`config.mk`:
```
export PLATFORM = sky130hd
export DESIGN_NAME = tm1638_key_event
export DESIGN_NICKNAME = d
export VERILOG_FILES = /design/src/rtl/tm1638_key_event.sv
export SDC_FILE = /design/constraint.sdc
export NUM_CORES = 1
export LEC_CHECK = 0
export BUFFER_PORTS_ARGS = -buffer_cell sky130_fd_sc_hd__buf_2
export CAP_MARGIN = 20
export CORE_ASPECT_RATIO = 1.1
export CORE_MARGIN = 5
export CORE_UTILIZATION = 29
export CTS_BUF_LIST = sky130_fd_sc_hd__clkbuf_16
export CTS_CLUSTER_SIZE = 10
export DETAILED_ROUTE_END_ITERATION = 6
export GPL_ROUTABILITY_DRIVEN = 0
export HOLD_SLACK_MARGIN = 0.06
export PLACE_DENSITY_LB_ADDON = 0.05
export SYNTH_ARGS = -nofsm -noshare
export SYNTH_HDL_FRONTEND = slang
export SYNTH_SLANG_ARGS = --single-unit
```
`constraint.sdc`:
```
create_clock -name CK_i -period 2.9 [get_ports CK_i]
set_input_delay 0.58 -clock CK_i [delete_from_list [all_inputs] [get_ports CK_i]]
set_output_delay 0.58 -clock CK_i [all_outputs]
set_load 0.03 [all_outputs]
```
`src/rtl/tm1638_key_event.sv`:
```
// tm1638_key_event: debounces the raw TM1638 key matrix and turns accepted
// level changes into press/release events queued in a 4-entry show-ahead FIFO.
//
// Optional feature macro: TM1638_KEY_REPEAT_EN adds auto-repeat events for
// the lowest-index held key (pushed from a ninth SCAN cycle).
//
// Ports:
//   CK_i        system clock
//   XARST_i     asynchronous active-low reset
//   KEYS_i      raw key levels (1 = pressed), qualified by KEYS_VLD_i
//   KEYS_VLD_i  one-cycle strobe marking a new KEYS_i frame
//   EV_RD_i     pop request for the event FIFO
//   OVF_CLR_i   clears the sticky overflow flag
//   KEYS_STB_o  debounced key levels
//   EV_VLD_o    event FIFO non-empty
//   EV_CODE_o   head event: [4] repeat, [3] press/release, [2:0] key index
//   OVF_o       sticky flag, an event was dropped on a full FIFO
`timescale 1ns / 1ps

module tm1638_key_event #(
    parameter int unsigned C_DEB_N   = 3,
    parameter int unsigned C_REP_DLY = 125,
    parameter int unsigned C_REP_PER = 25
) (
    input  logic       CK_i,
    input  logic       XARST_i,
    input  logic [7:0] KEYS_i,
    input  logic       KEYS_VLD_i,
    input  logic       EV_RD_i,
    input  logic       OVF_CLR_i,
    output logic [7:0] KEYS_STB_o,
    output logic       EV_VLD_o,
    output logic [4:0] EV_CODE_o,
    output logic       OVF_o
);

    if (C_DEB_N < 1 || C_DEB_N > 15 || C_REP_DLY < 1 || C_REP_PER < 1) begin : g_param_chk
        $error("tm1638_key_event: parameter out of range");
    end

    localparam logic [3:0] DebN = 4'(C_DEB_N);

`ifdef TM1638_KEY_REPEAT_EN
    localparam logic [3:0] LastIdx = 4'd8;  // slot 8 carries the repeat push
`else
    localparam logic [3:0] LastIdx = 4'd7;
`endif

    typedef enum logic [0:0] {StIdle, StScan} state_e;

    state_e          state_q;
    logic [3:0]      idx_q;
    logic            pend_q;
    logic [7:0]      pend_keys_q;
    logic [7:0]      stb_q;
    logic [7:0]      stb_d;
    logic [7:0]      rep_lvl_q;      // last level reported per key
    logic [7:0][3:0] deb_cnt_q;
    logic [7:0][3:0] deb_cnt_d;

    logic            frame_take;
    logic [7:0]      frame_keys;

    logic            push;
    logic [4:0]      push_code;

    logic [3:0][4:0] fifo_q;
    logic [1:0]      wr_q;
    logic [1:0]      rd_q;
    logic [2:0]      cnt_q;
    logic            ovf_q;
    logic            pop;
    logic            do_push;
    logic            ovf_set;

    // A pending frame always takes priority so frames stay in arrival order.
    always_comb begin
        frame_take = (state_q == StIdle) && (pend_q || KEYS_VLD_i);
        frame_keys = pend_q ? pend_keys_q : KEYS_i;
    end

    always_comb begin
        stb_d     = stb_q;
        deb_cnt_d = deb_cnt_q;
        if (frame_take) begin
            for (int i = 0; i < 8; i++) begin
                if (frame_keys[i] != stb_q[i]) begin
                    if (deb_cnt_q[i] + 4'd1 >= DebN) begin
                        stb_d[i]     = frame_keys[i];
                        deb_cnt_d[i] = 4'd0;
                    end else begin
                        deb_cnt_d[i] = deb_cnt_q[i] + 4'd1;
                    end
                end else begin
                    deb_cnt_d[i] = 4'd0;
                end
            end
        end
    end

`ifdef TM1638_KEY_REPEAT_EN
    localparam int unsigned RepMax = (C_REP_DLY > C_REP_PER) ? C_REP_DLY : C_REP_PER;
    localparam int unsigned RepW   = $clog2(RepMax + 1);
    localparam logic [RepW-1:0] RepDly = RepW'(C_REP_DLY);
    localparam logic [RepW-1:0] RepPer = RepW'(C_REP_PER);

    logic            rep_held_q;
    logic [2:0]      rep_key_q;
    logic [RepW-1:0] rep_cnt_q;
    logic            rep_ph_q;       // 0: waiting for first repeat, 1: periodic
    logic            rep_due_q;
    logic            held_d;
    logic [2:0]      low_d;

    always_comb begin
        held_d = |stb_d;
        low_d  = 3'd0;
        for (int i = 7; i >= 0; i--) begin
            if (stb_d[i]) begin
                low_d = 3'(i);
            end
        end
    end

    // Counts consumed frames since the tracked key was first seen held; the
    // count restarts after every fired repeat, switching to the period target.
    always_ff @(posedge CK_i or negedge XARST_i) begin
        if (!XARST_i) begin
            rep_held_q <= 1'b0;
            rep_key_q  <= 3'd0;
            rep_cnt_q  <= '0;
            rep_ph_q   <= 1'b0;
            rep_due_q  <= 1'b0;
        end else if (frame_take) begin
            if (!held_d) begin
                rep_held_q <= 1'b0;
                rep_cnt_q  <= '0;
                rep_ph_q   <= 1'b0;
                rep_due_q  <= 1'b0;
            end else if (!rep_held_q || (low_d != rep_key_q)) begin
                rep_held_q <= 1'b1;
                rep_key_q  <= low_d;
                rep_cnt_q  <= '0;
                rep_ph_q   <= 1'b0;
                rep_due_q  <= 1'b0;
            end else if (rep_cnt_q + RepW'(1) == (rep_ph_q ? RepPer : RepDly)) begin
                rep_cnt_q  <= '0;
                rep_ph_q   <= 1'b1;
                rep_due_q  <= 1'b1;
            end else begin
                rep_cnt_q  <= rep_cnt_q + RepW'(1);
                rep_due_q  <= 1'b0;
            end
        end else if ((state_q == StScan) && (idx_q == LastIdx)) begin
            rep_due_q <= 1'b0;
        end
    end
`endif

    always_comb begin
        push      = 1'b0;
        push_code = 5'h00;
        if (state_q == StScan) begin
            if (!idx_q[3]) begin
                push      = stb_q[idx_q[2:0]] != rep_lvl_q[idx_q[2:0]];
                push_code = {1'b0, stb_q[idx_q[2:0]], idx_q[2:0]};
            end
`ifdef TM1638_KEY_REPEAT_EN
            else begin
                push      = rep_due_q;
                push_code = {2'b11, rep_key_q};
            end
`endif
        end
    end

    always_ff @(posedge CK_i or negedge XARST_i) begin
        if (!XARST_i) begin
            state_q     <= StIdle;
            idx_q       <= 4'd0;
            pend_q      <= 1'b0;
            pend_keys_q <= 8'h00;
            stb_q       <= 8'h00;
            deb_cnt_q   <= '0;
            rep_lvl_q   <= 8'h00;
        end else begin
            stb_q     <= stb_d;
            deb_cnt_q <= deb_cnt_d;
            unique case (state_q)
                StIdle: begin
                    if (frame_take) begin
                        state_q <= StScan;
                        idx_q   <= 4'd0;
                        // A fresh strobe arriving while the slot drains refills it.
                        if (pend_q) begin
                            pend_q <= KEYS_VLD_i;
                            if (KEYS_VLD_i) begin
                                pend_keys_q <= KEYS_i;
                            end
                        end
                    end
                end
                StScan: begin
                    if (KEYS_VLD_i) begin
                        pend_q      <= 1'b1;
                        pend_keys_q <= KEYS_i;
                    end
                    // Reported level follows even if the FIFO dropped the event.
                    if (!idx_q[3]) begin
                        rep_lvl_q[idx_q[2:0]] <= stb_q[idx_q[2:0]];
                    end
                    if (idx_q == LastIdx) begin
                        state_q <= StIdle;
                    end else begin
                        idx_q <= idx_q + 4'd1;
                    end
                end
                default: state_q <= StIdle;
            endcase
        end
    end

    always_comb begin
        pop     = EV_RD_i && (cnt_q != 3'd0);
        do_push = push && ((cnt_q != 3'd4) || pop);
        ovf_set = push && (cnt_q == 3'd4) && !pop;
    end

    always_ff @(posedge CK_i or negedge XARST_i) begin
        if (!XARST_i) begin
            fifo_q <= '0;
            wr_q   <= 2'd0;
            rd_q   <= 2'd0;
            cnt_q  <= 3'd0;
            ovf_q  <= 1'b0;
        end else begin
            if (do_push) begin
                fifo_q[wr_q] <= push_code;
                wr_q         <= wr_q + 2'd1;
            end
            if (pop) begin
                rd_q <= rd_q + 2'd1;
            end
            cnt_q <= cnt_q + {2'b00, do_push} - {2'b00, pop};
            // Set has priority over a simultaneous clear.
            ovf_q <= ovf_set | (ovf_q & ~OVF_CLR_i);
        end
    end

    always_comb begin
        KEYS_STB_o = stb_q;
        OVF_o      = ovf_q;
        EV_VLD_o   = (cnt_q != 3'd0);
        EV_CODE_o  = EV_VLD_o ? fifo_q[rd_q] : 5'h00;
`ifndef TM1638_KEY_REPEAT_EN
        EV_CODE_o[4] = 1'b0;
`endif
    end

endmodule

```
[Word-level counts from Yosys, hierarchy flattened]
Cells that the tools add are included.
Storage, ports and cells
  flip-flop bits (word level): 90
  bits in latches: 0
  bits in writable memories: 0
  bits in read-only memories: 0
  bits of input ports: 13
  output and inout port bits: 15
  word-level logic and storage cells: 147
  memories kept: 0
Cells by class
  add/sub/neg operators: 13
  $mul: 0
  divide/modulo/power cells: 0
  $lt $le $gt $ge: 13
  eq/ne operators: 16
  shift operators: 0
  muxes and demuxes: 48
  bitwise gates (word level): 5
  reductions and logical operators: 23
Operators with widths (number)
  two-way mux 4 bit: 22
  adder 4 x 1 -> 4 bit, second input constant: 9
  >= comparator 4 x 2 -> 1 bit, second input constant: 8
  two-way mux 8 bit: 4
  AND reduction 3 bit: 8
  bitwise mux 20 bit: 1
  one-hot mux 8 bit (2 select lines): 1
  binary-select mux 5 bit (select 2 bit): 1
  demux 5 bit (select 2 bit): 1
  two-way mux 1 bit: 10
  inequality test 1 bit: 9
  bitwise mux 8 bit: 1
  inequality test 2 bit, second input constant: 4
  one-hot mux 4 bit (2 select lines): 1
  AND reduction 2 bit: 4
  logical AND 1 bit: 7
  binary-select mux 1 bit (select 3 bit): 2
  less-than comparator 2 x 3 -> 1 bit, second input constant: 2
  two-way mux 5 bit: 1
  adder 2 x 1 -> 2 bit, second input constant: 2
  equality test 4 x 3 -> 1 bit, second input constant: 1
  less-than comparator 3 x 4 -> 1 bit, second input constant: 1
  one-hot mux 1 bit (2 select lines): 2
  adder 3 x 1 -> 3 bit: 1
  12 further kinds: 15

[Depth between registers and ports, before layout]
Gate-level depths: netlist of run 1.
  word-level depth: 8
  mapped depth: 10
  gate-level depth less buffers: 9

[Worst setup path before layout of run 1]
Ideal clock, no wire load.
  path type: reg-to-reg
  start point: reg stb_q[3], in the netlist KEYS_STB_o[3]
  end point: reg cnt_q[2]
  setup time: 123 ps
  arrival: 2817 ps
  data required time: 2777 ps
  path slack: -40 ps
  cell stages (with the launch flop): 10
  path buffers: 0
  clock period less this slack: 2940 ps
  cells stage by stage: dfrtp_1 -> mux4_2 -> mux2_4 -> xnor2_4 -> nand3_2 -> ha_1 -> inv_1 -> ha_1 -> fa_1 -> xnor2_1
On the way
  word-level cells in the longest chain between the ends: 8
Ends and longest elaborated chain
  start: declaration: RTL line 55  | logic [7:0] stb_q;
  start signal: assignment: RTL line 187  | stb_q <= stb_d;
  binary-select mux 1 bit (select 3 bit): RTL line 165  | push = stb_q[idx_q[2:0]] != rep_lvl_q[idx_q[2:0]];
  two-way mux 1 bit (not written as such): RTL line 165
  inequality test 1 bit: RTL line 165
  two-way mux 1 bit: RTL line 164  | if (!idx_q[3]) begin
  two-way mux 1 bit: RTL line 163  | if (state_q == StScan) begin
  logical AND 1 bit: RTL line 225  | do_push = push && ((cnt_q != 3'd4) || pop);
  adder 3 x 1 -> 3 bit: RTL line 244  | cnt_q <= cnt_q + {2'b00, do_push} - {2'b00, pop};
  subtractor 3 x 1 -> 3 bit: RTL line 244
  end signal: assignment: RTL line 244
  end: declaration: RTL line 70  | logic [2:0] cnt_q;
Every way passes these cells. The select of a mux whose other input is x is not followed.
A chain may end at the register's enable or synchronous reset.

[Final worst setup path of run 1]
  start point: reg idx_q[0]
  end point: reg cnt_q[2]
On the way
  word-level cells in the longest chain between the ends: 8
  elaborated cells between the ends (all ways): 10
  classes of those cells: 2 x add/sub; 1 x eq/ne; 6 x mux; 1 x reduce/logical
Ends and longest elaborated chain
  start: declaration: RTL line 52  | logic [3:0] idx_q;
  start signal: assignment: RTL line 215  | idx_q <= idx_q + 4'd1;
  binary-select mux 1 bit (select 3 bit): RTL line 165
  two-way mux 1 bit (not written as such): RTL line 165
  inequality test 1 bit (*): RTL line 165
  two-way mux 1 bit (*): RTL line 164
  two-way mux 1 bit (*): RTL line 163
  logical AND 1 bit (*): RTL line 225
  adder 3 x 1 -> 3 bit (*): RTL line 244
  subtractor 3 x 1 -> 3 bit (*): RTL line 244
Every way passes the cells marked *; elsewhere a longest branch is shown, timed or not. The select of a mux whose other input is x is not followed.

==> summary.md, run 1 <==
| Metric | Value |
|---|---|
| Status | complete, no violations |
| Routed vias | 2,825 |
| Setup repair after global routing missed its margin | false |
| Worst setup path startpoint | idx_q[0] |
| Switching fraction of total power | 38.2% |
| Worst stage delay on the critical path | 530 ps |
| Y dimension of the die | 140 µm |
| Cts bufs inserted | 9 |
| Kind of cell adding the most delay to the critical path | multiplexers |
| Endpoints failing hold | 0 |
| Effective utilization at floorplan | 29.6% |
| Tightest Hold Check Type | input pin to async pin |
| Highest net fanout along the worst path | 10 |
| Seq/Total Area, Yosys | 48.2% |
| Number of post-CTS setup repair buffers | 0 |
| Nets in the synthesized netlist | 413 |
| Clk Latency, worst-skew pair | 350 ps |
| Area of the core | 15,100 µm² |
| Worst relative slew slack | 46.3% |
| Launching element type of the critical path | register |
| Power share of the combinational group | 43.7% |
| Largest net degree at the start of global routing | 44 |
| Max Slew Vio Count | 0 |
| Final-stage net count | 450 |
| Number of antenna violations at the first check in global routing | 0 |
| Share of the core filled with cells in the final layout | 34.5% |
| Clock root cell | sky130_fd_sc_hd__clkbuf_16 |
| Flops & latches, synth | 86 |
| Total Die Area | 18,000 µm² |
| Count of instances resized after the clock tree is built | 0 |
| Number of antenna diodes | 0 |
| Startpoint-to-endpoint class of the critical path | register to register |
| Clock Tree Buf Depth | 2 |
| Ratio of total power to cell area | 1120 nW/µm² |
| Violation count after the first detailed-route iteration | 86 |
| Max Clk Rate | 373 MHz |
| Vias in the first global route | 3,003 |
| Post-detail-place hpwl | 6.48 mm |
| Final Instance Area | 5200 µm² |
| Post-Synthesis Mean Instance Area | 11.9 µm² |
| Boundary pin count | 28 |
| # rows | 47 |
| Period utilisation layout | 92.5% |
| Required arrival time at the worst endpoint | 3130 ps |
| Overflow left after global routing | 0 |
| Internal portion of total power | 3600 µW |
| Clk network pwr share | 21.3% |
| Global Route Usage Sum | 10.8% |
| Area contributors post-synth | sky130_fd_sc_hd__dfrtp_1 (48%), sky130_fd_sc_hd__mux2_2 (8.3%), sky130_fd_sc_hd__ha_1 (6.4%), sky130_fd_sc_hd__mux4_2 (4.0%), sky130_fd_sc_hd__and2_1 (3.6%) |
| Worst clock skew on the final layout | 7.66 ps |
| Number of nets still failing antenna checks after routing | 0 |
| Dpl cell area | 4890 µm² |
| Total iterations of the first detailed-routing run | 4 |
| Number of buffers added on ports | 26 |
| Setup ws final | 218 ps |
| Total routed wirelength | 8.90 mm |
| Mapped Cells | 376 |
| Worst path slowest cell | sky130_fd_sc_hd__mux4_2 |
| Worst slack at placement | 73.3 ps |
| Min Clock Period, post-route | 2680 ps |
| CTS tree | built |
| Maximum level of the CTS H-tree | 3 |
| Crit. End Element | register |
| Leading cell type in the layout, fill and taps excluded | sky130_fd_sc_hd__dfrtp_1 |
| Sum of negative setup slack | 0 ps |
| Die X-Extent | 128 µm |
| IR drop worst, VDD | 330 µV |
| Reg clk slew, reported paths | 60 ps |
| Area growth syn-to-layout | 16.6% |
| Critical path cell sequence | mux4_2 > mux2_4 > xnor2_4 > nand3_2 > ha_1 > inv_1 > ha_1 > fa_1 > xnor2_1 |
| Net switching component of the power | 2230 µW |
| Worst R2R Start | idx_q[0] |
| Wire length per cell after detailed routing | 14.5 µm |
| Reg power frac | 35.0% |
| DRC violations left | 0 |
| Clock Sink Count | 86 |
| Count of different cell masters after synthesis | 41 |
| Post-route total power | 5830 µW |
| Most frequent cell on the critical path | sky130_fd_sc_hd__ha_1 |
| Leakage power | 0.00234 µW |
| Vias per std cell | 4.60 |
| Commonest cells after routing, fill and taps aside | sky130_fd_sc_hd__dfrtp_1 (83), sky130_fd_sc_hd__nand2_1 (36), sky130_fd_sc_hd__mux2_2 (33) |
| Final setup vio count | 0 |
| Global-route wire length before repair | 15.3 mm |
| Max Cap Viol | 0 |
| Synth area leader | sky130_fd_sc_hd__dfrtp_1 |
| Fillers | 1,556 |
| Share of post-route cells with drive strength above 1 | 28.5% |
| Netlist area before placement | 4460 µm² |
| Arrival time at the worst endpoint | 2910 ps |
| Count of synthesis-stage warnings from yosys | 0 |
| Crit path buffers/inverters | 1 |
| Portion of synthesized cell area occupied by the leading cell type | 48.2% |
| Hold_buf cts | 0 |
| Pin slew with the least headroom to its limit | 799 ps |
routing by layer:
metal / up-vias / share of wire [%] / GRT usage [%]
met3: 13 / 2.8 / 2.32
met2: 36 / 49 / 17.4
met5: - / 0 / 0
li1: 1385 / - / -
met4: 0 / 1.8 / 4.86
met1: 1391 / 46 / 13.8
worst register-to-register path: cells and delay by family, from the launching register on:
family                   cells  cell delay, ps
buffers and inverters        1              40
AND/OR/NAND/NOR              1              90
multiplexers                 2             840
flip-flops                   1             490
XOR/XNOR                     2             280
adder cells (fa/ha/maj)      3             820
power by group through the flow:
stage / clock (µW) / combinational (µW) / sequential [µW]
after global placement: 0 / 2580 / 2060
final: 1240 / 2550 / 2040
after detailed placement: 0 / 2610 / 2070
after floorplan: 0 / 1960 / 1980
after CTS: 1280 / 2620 / 2050
after global routing: 1340 / 2850 / 2110
sequential cells by signal, summed over array words and instances (netlist names):
signal / flops
KEYS_STB_o: 8
OVF_o: 1
cnt_q: 3
deb_cnt_q: 32
fifo_q: 16
idx_q: 4
pend_keys_q: 8
pend_q: 1
rd_q: 2
rep_lvl_q: 8
state_q: 1
wr_q: 2
cells in the mapped netlist (all sizes together):
library cell and number:
a21bo 6, a21oi 2, a31oi 1, a32o 1, a41oi 6, and2 26
buf 4, clkbuf 11, conb 1, dfrtp 86, fa 1, ha 23
inv 16, maj3 1, mux2 50, mux2i 1, mux4 8, nand2 36
nand3 9, nand3b 6, nand4 5, nand4b 6, nor2 22, nor2b 4
nor3 7, o21ai 19, o22ai 3, or2 1, or3 1, or4 1
or4b 1, xnor2 6, xor2 5
metrics by stage:
step / hold slack, ps / cells
2_1_floorplan: 284 / 376
3_3_place_gp: 471 / 598
3_5_place_dp: 481 / 598
4_1_cts: 259 / 614
5_1_grt: 280 / 614
6_report: 236 / 614
area by class of cell:
type | count | area, µm² | share of cell area, %
repair buffers | 41 | 245 | 4.71
well taps | 196 | 245 | 4.71
clock inverters | 7 | 87.6 | 1.68
multi-input cells | 259 | 2180 | 42.0
clock buffers | 9 | 225 | 4.33
inverters | 16 | 60.1 | 1.15
flip-flops and latches | 86 | 2160 | 41.4
logic make-up after synthesis:
| logic type | share of synthesized area [%] |
|---|---|
| AOI/OAI and AO/OA | 5.66 |
| xor gates and xnor gates | 2.58 |
| adders and majority gates | 7.12 |
| buffers and inverters | 2.86 |
| DFF | 48.2 |
| muxes | 17.6 |
| other | 0.0840 |
| and+or+nand+nor | 15.9 |
worst paths after layout:
path	end	slack, ps	cells past startpoint
worst min register to register	fifo_q[2]	490	1
max in group asynchronous	pend_keys_q[7]	1970	2
worst max register to register	cnt_q[2]	220	9
min in group CK_i	OVF_o	420	2
worst min-delay path	fifo_q[2]	240	1
worst max-delay path	cnt_q[2]	220	9
Note: power is estimated with default switching activity, not from simulation.
==> run 2: changes to the inputs <==
CORE_ASPECT_RATIO = 0.5   (was 1.1)
SLEW_MARGIN = 0   (was not set)
==> run 2 against run 1 <==
Maximum frequency fell by 1.7%. Clock power fell by 15%. Routed wire length rose by 1.8%. Via count grew 1.3%. Hold slack worse by 13 ps. Core utilization is 0.72 points lower. Power shrank 3.0%. Critical path depth stayed put. Clock skew about the same. Critical endpoint unchanged. Largest cell class unchanged.
==> summary.md, run 2 (synthesized netlist as in run 1, its figures left out) <==
| Metric | Value |
|---|---|
| Leakage power | 0.00232 µW (was 0.00234 µW) |
| Max Clk Rate | 366 MHz (was 373 MHz) |
| Number of post-CTS setup repair buffers | 0 (unchanged) |
| Hold slack | 223 ps (was 236 ps) |
| Clock Sink Count | 86 (unchanged) |
| Maximum level of the CTS H-tree | 3 (unchanged) |
| Pin slew with the least headroom to its limit | 628 ps (was 799 ps) |
| Share of the core filled with cells in the final layout | 33.8% (was 34.5%) |
| Clock Tree Buf Depth | 2 (unchanged) |
| Tightest Hold Check Type | input pin to async pin (unchanged) |
| Launching element type of the critical path | register (unchanged) |
| Setup repair after global routing missed its margin | false (unchanged) |
| Total Die Area | 18,100 µm² (was 18,000 µm²) |
| Registers with the highest flip-flop counts | deb_cnt_q (32), fifo_q (16) (unchanged) |
| Overflow left after global routing | 0 (unchanged) |
| Critical path cell sequence | mux4_2 > mux2_4 > xnor2_4 > nand3_2 > ha_1 > inv_1 > ha_1 > fa_1 > xnor2_1 (unchanged) |
| Final-stage net count | 449 (was 450) |
| # rows | 32 (was 47) |
| Area growth syn-to-layout | 15.6% (was 16.6%) |
| Routed vias | 2,861 (was 2,825) |
| Crit path buffers/inverters | 1 (unchanged) |
| Flip-flop count of the largest register, all copies and words added | 32 (unchanged) |
| Boundary pin count | 28 (unchanged) |
| Cts bufs inserted | 9 (unchanged) |
| Reg clk slew, reported paths | 70 ps (was 60 ps) |
| CTS tree | built (unchanged) |
| Vias in the first global route | 3,022 (was 3,003) |
| Number of buffers added on ports | 26 (unchanged) |
| Depth of the most critical reg-to-reg path | 9 (unchanged) |
| Commonest cells after routing, fill and taps aside | sky130_fd_sc_hd__dfrtp_1 (83), sky130_fd_sc_hd__nand2_1 (36), sky130_fd_sc_hd__mux2_2 (33) (unchanged) |
| Startpoint-to-endpoint class of the critical path | register to register (unchanged) |
| Worst stage delay on the critical path | 540 ps (was 530 ps) |
| Area of the core | 15,300 µm² (was 15,100 µm²) |
| Required arrival time at the worst endpoint | 3120 ps (was 3130 ps) |
| Arrival time at the worst endpoint | 2950 ps (was 2910 ps) |
| Sum of negative setup slack | 0 ps (unchanged) |
| Global Route Usage Sum | 11.0% (was 10.8%) |
| Global-route wire length before repair | 15.5 mm (was 15.3 mm) |
| Max Cap Viol | 0 (unchanged) |
| Leading cell type in the layout, fill and taps excluded | sky130_fd_sc_hd__dfrtp_1 (unchanged) |
| Worst R2R Start | idx_q[0] (unchanged) |
| Die X-Extent | 185 µm (was 128 µm) |
| Detailed route wirelength on metal2 | 4.14 mm (was 4.36 mm) |
| Violation count after the first detailed-route iteration | 77 (was 86) |
| Max Slew Vio Count | 0 (unchanged) |
| Most frequent cell on the critical path | sky130_fd_sc_hd__ha_1 (unchanged) |
| Effective utilization at floorplan | 29.2% (was 29.6%) |
| Reg-to-reg critical path endpoint | cnt_q[2] (unchanged) |
| Y dimension of the die | 97.7 µm (was 140 µm) |
| Highest net fanout along the worst path | 7 (was 10) |
| Worst path slowest cell | sky130_fd_sc_hd__mux4_2 (unchanged) |
| Min Clock Period, post-route | 2730 ps (was 2680 ps) |
| Hold_buf cts | 0 (unchanged) |
| Number of nets still failing antenna checks after routing | 0 (unchanged) |
| Final setup vio count | 0 (unchanged) |
| Setup slack of the worst register-to-register path | 170 ps (was 220 ps) |
| Routed length on met1 | 4.51 mm (was 4.13 mm) |
| IR drop worst, VDD | 396 µV (was 330 µV) |
| Worst clock skew on the final layout | 7.76 ps (was 7.66 ps) |
| DRC violations left | 0 (unchanged) |
| Endpoints failing hold | 0 (unchanged) |
| Status | complete, no violations (unchanged) |
| Largest net degree at the start of global routing | 42 (was 44) |
| Highest routed metal layer | met4 (unchanged) |
| Crit. End Element | register (unchanged) |
| Worst relative slew slack | 58.2% (was 46.3%) |
| Clock root cell | sky130_fd_sc_hd__clkbuf_16 (unchanged) |
| Kind of cell adding the most delay to the critical path | adder cells (was multiplexers) |
| Total routed wirelength | 9.07 mm (was 8.90 mm) |
| Met3 routed wirelength | 314 µm (was 246 µm) |
| Number of antenna diodes | 0 (unchanged) |
| Vias per std cell | 4.61 (was 4.60) |
| Top register by number of flip-flops | deb_cnt_q (unchanged) |
| Total iterations of the first detailed-routing run | 4 (unchanged) |
| Clk Latency, worst-skew pair | 340 ps (was 350 ps) |
| Post-detail-place hpwl | 6.61 mm (was 6.48 mm) |
| Count of instances resized after the clock tree is built | 0 (unchanged) |
| Wire length per cell after detailed routing | 14.6 µm (was 14.5 µm) |
| Ratio of total power to cell area | 1100 nW/µm² (was 1120 nW/µm²) |
| Number of antenna violations at the first check in global routing | 0 (unchanged) |
| Share of post-route cells with drive strength above 1 | 28.5% (about the same) |
| Period utilisation layout | 94.1% (was 92.5%) |
## run 2: final cells by class
cell class | count | area (µm²)
Tap cell | 204 | 255
Fill cell | 1513 | 10100
Clock inverter | 7 | 43.8
Sequential cell | 86 | 2160
Clock buffer | 9 | 225
Timing Repair Buffer | 40 | 238
Multi-Input combinational cell | 259 | 2180
Inverter | 16 | 60.1
## run 2: power breakdown
group,switching [µW],internal (µW)
Combinational,1320,1230
Sequential,447,1600
Clock,476,574
## run 2: stage by stage
stage	setup WS [ps]	total power [µW]	std cells	cell area, µm²
2_1_floorplan	0.526	3940	376	4460
3_3_place_gp	73.4	4600	605	4890
3_5_place_dp	29.2	4680	605	4890
4_1_cts	30.6	5780	621	5160
5_1_grt	29.4	6130	621	5160
6_report	171	5650	621	5160
## run 2: worst max path at each step
| stage | startpoint | endpoint | slack (ps) | depth (start not counted) |
|---|---|---|---|---|
| global route | idx_q[1] | cnt_q[2] | 30 | 9 |
| CTS | idx_q[0] | cnt_q[2] | 30 | 9 |
| floorplan | KEYS_STB_o[7] | cnt_q[2] | 0.5 | 9 |
| finish | idx_q[0] | cnt_q[2] | 170 | 9 |
| global placement | idx_q[0] | cnt_q[2] | 70 | 9 |
| detailed placement | idx_q[0] | cnt_q[2] | 30 | 9 |
## run 2: per-layer routing
| metal | GRT usage [%] | up-vias |
|---|---|---|
| met3 | 3.59 | 8 |
| met4 | 2.71 | 0 |
| li1 | - | 1380 |
| met2 | 17.2 | 29 |
| met5 | 0 | - |
| met1 | 14.7 | 1444 |
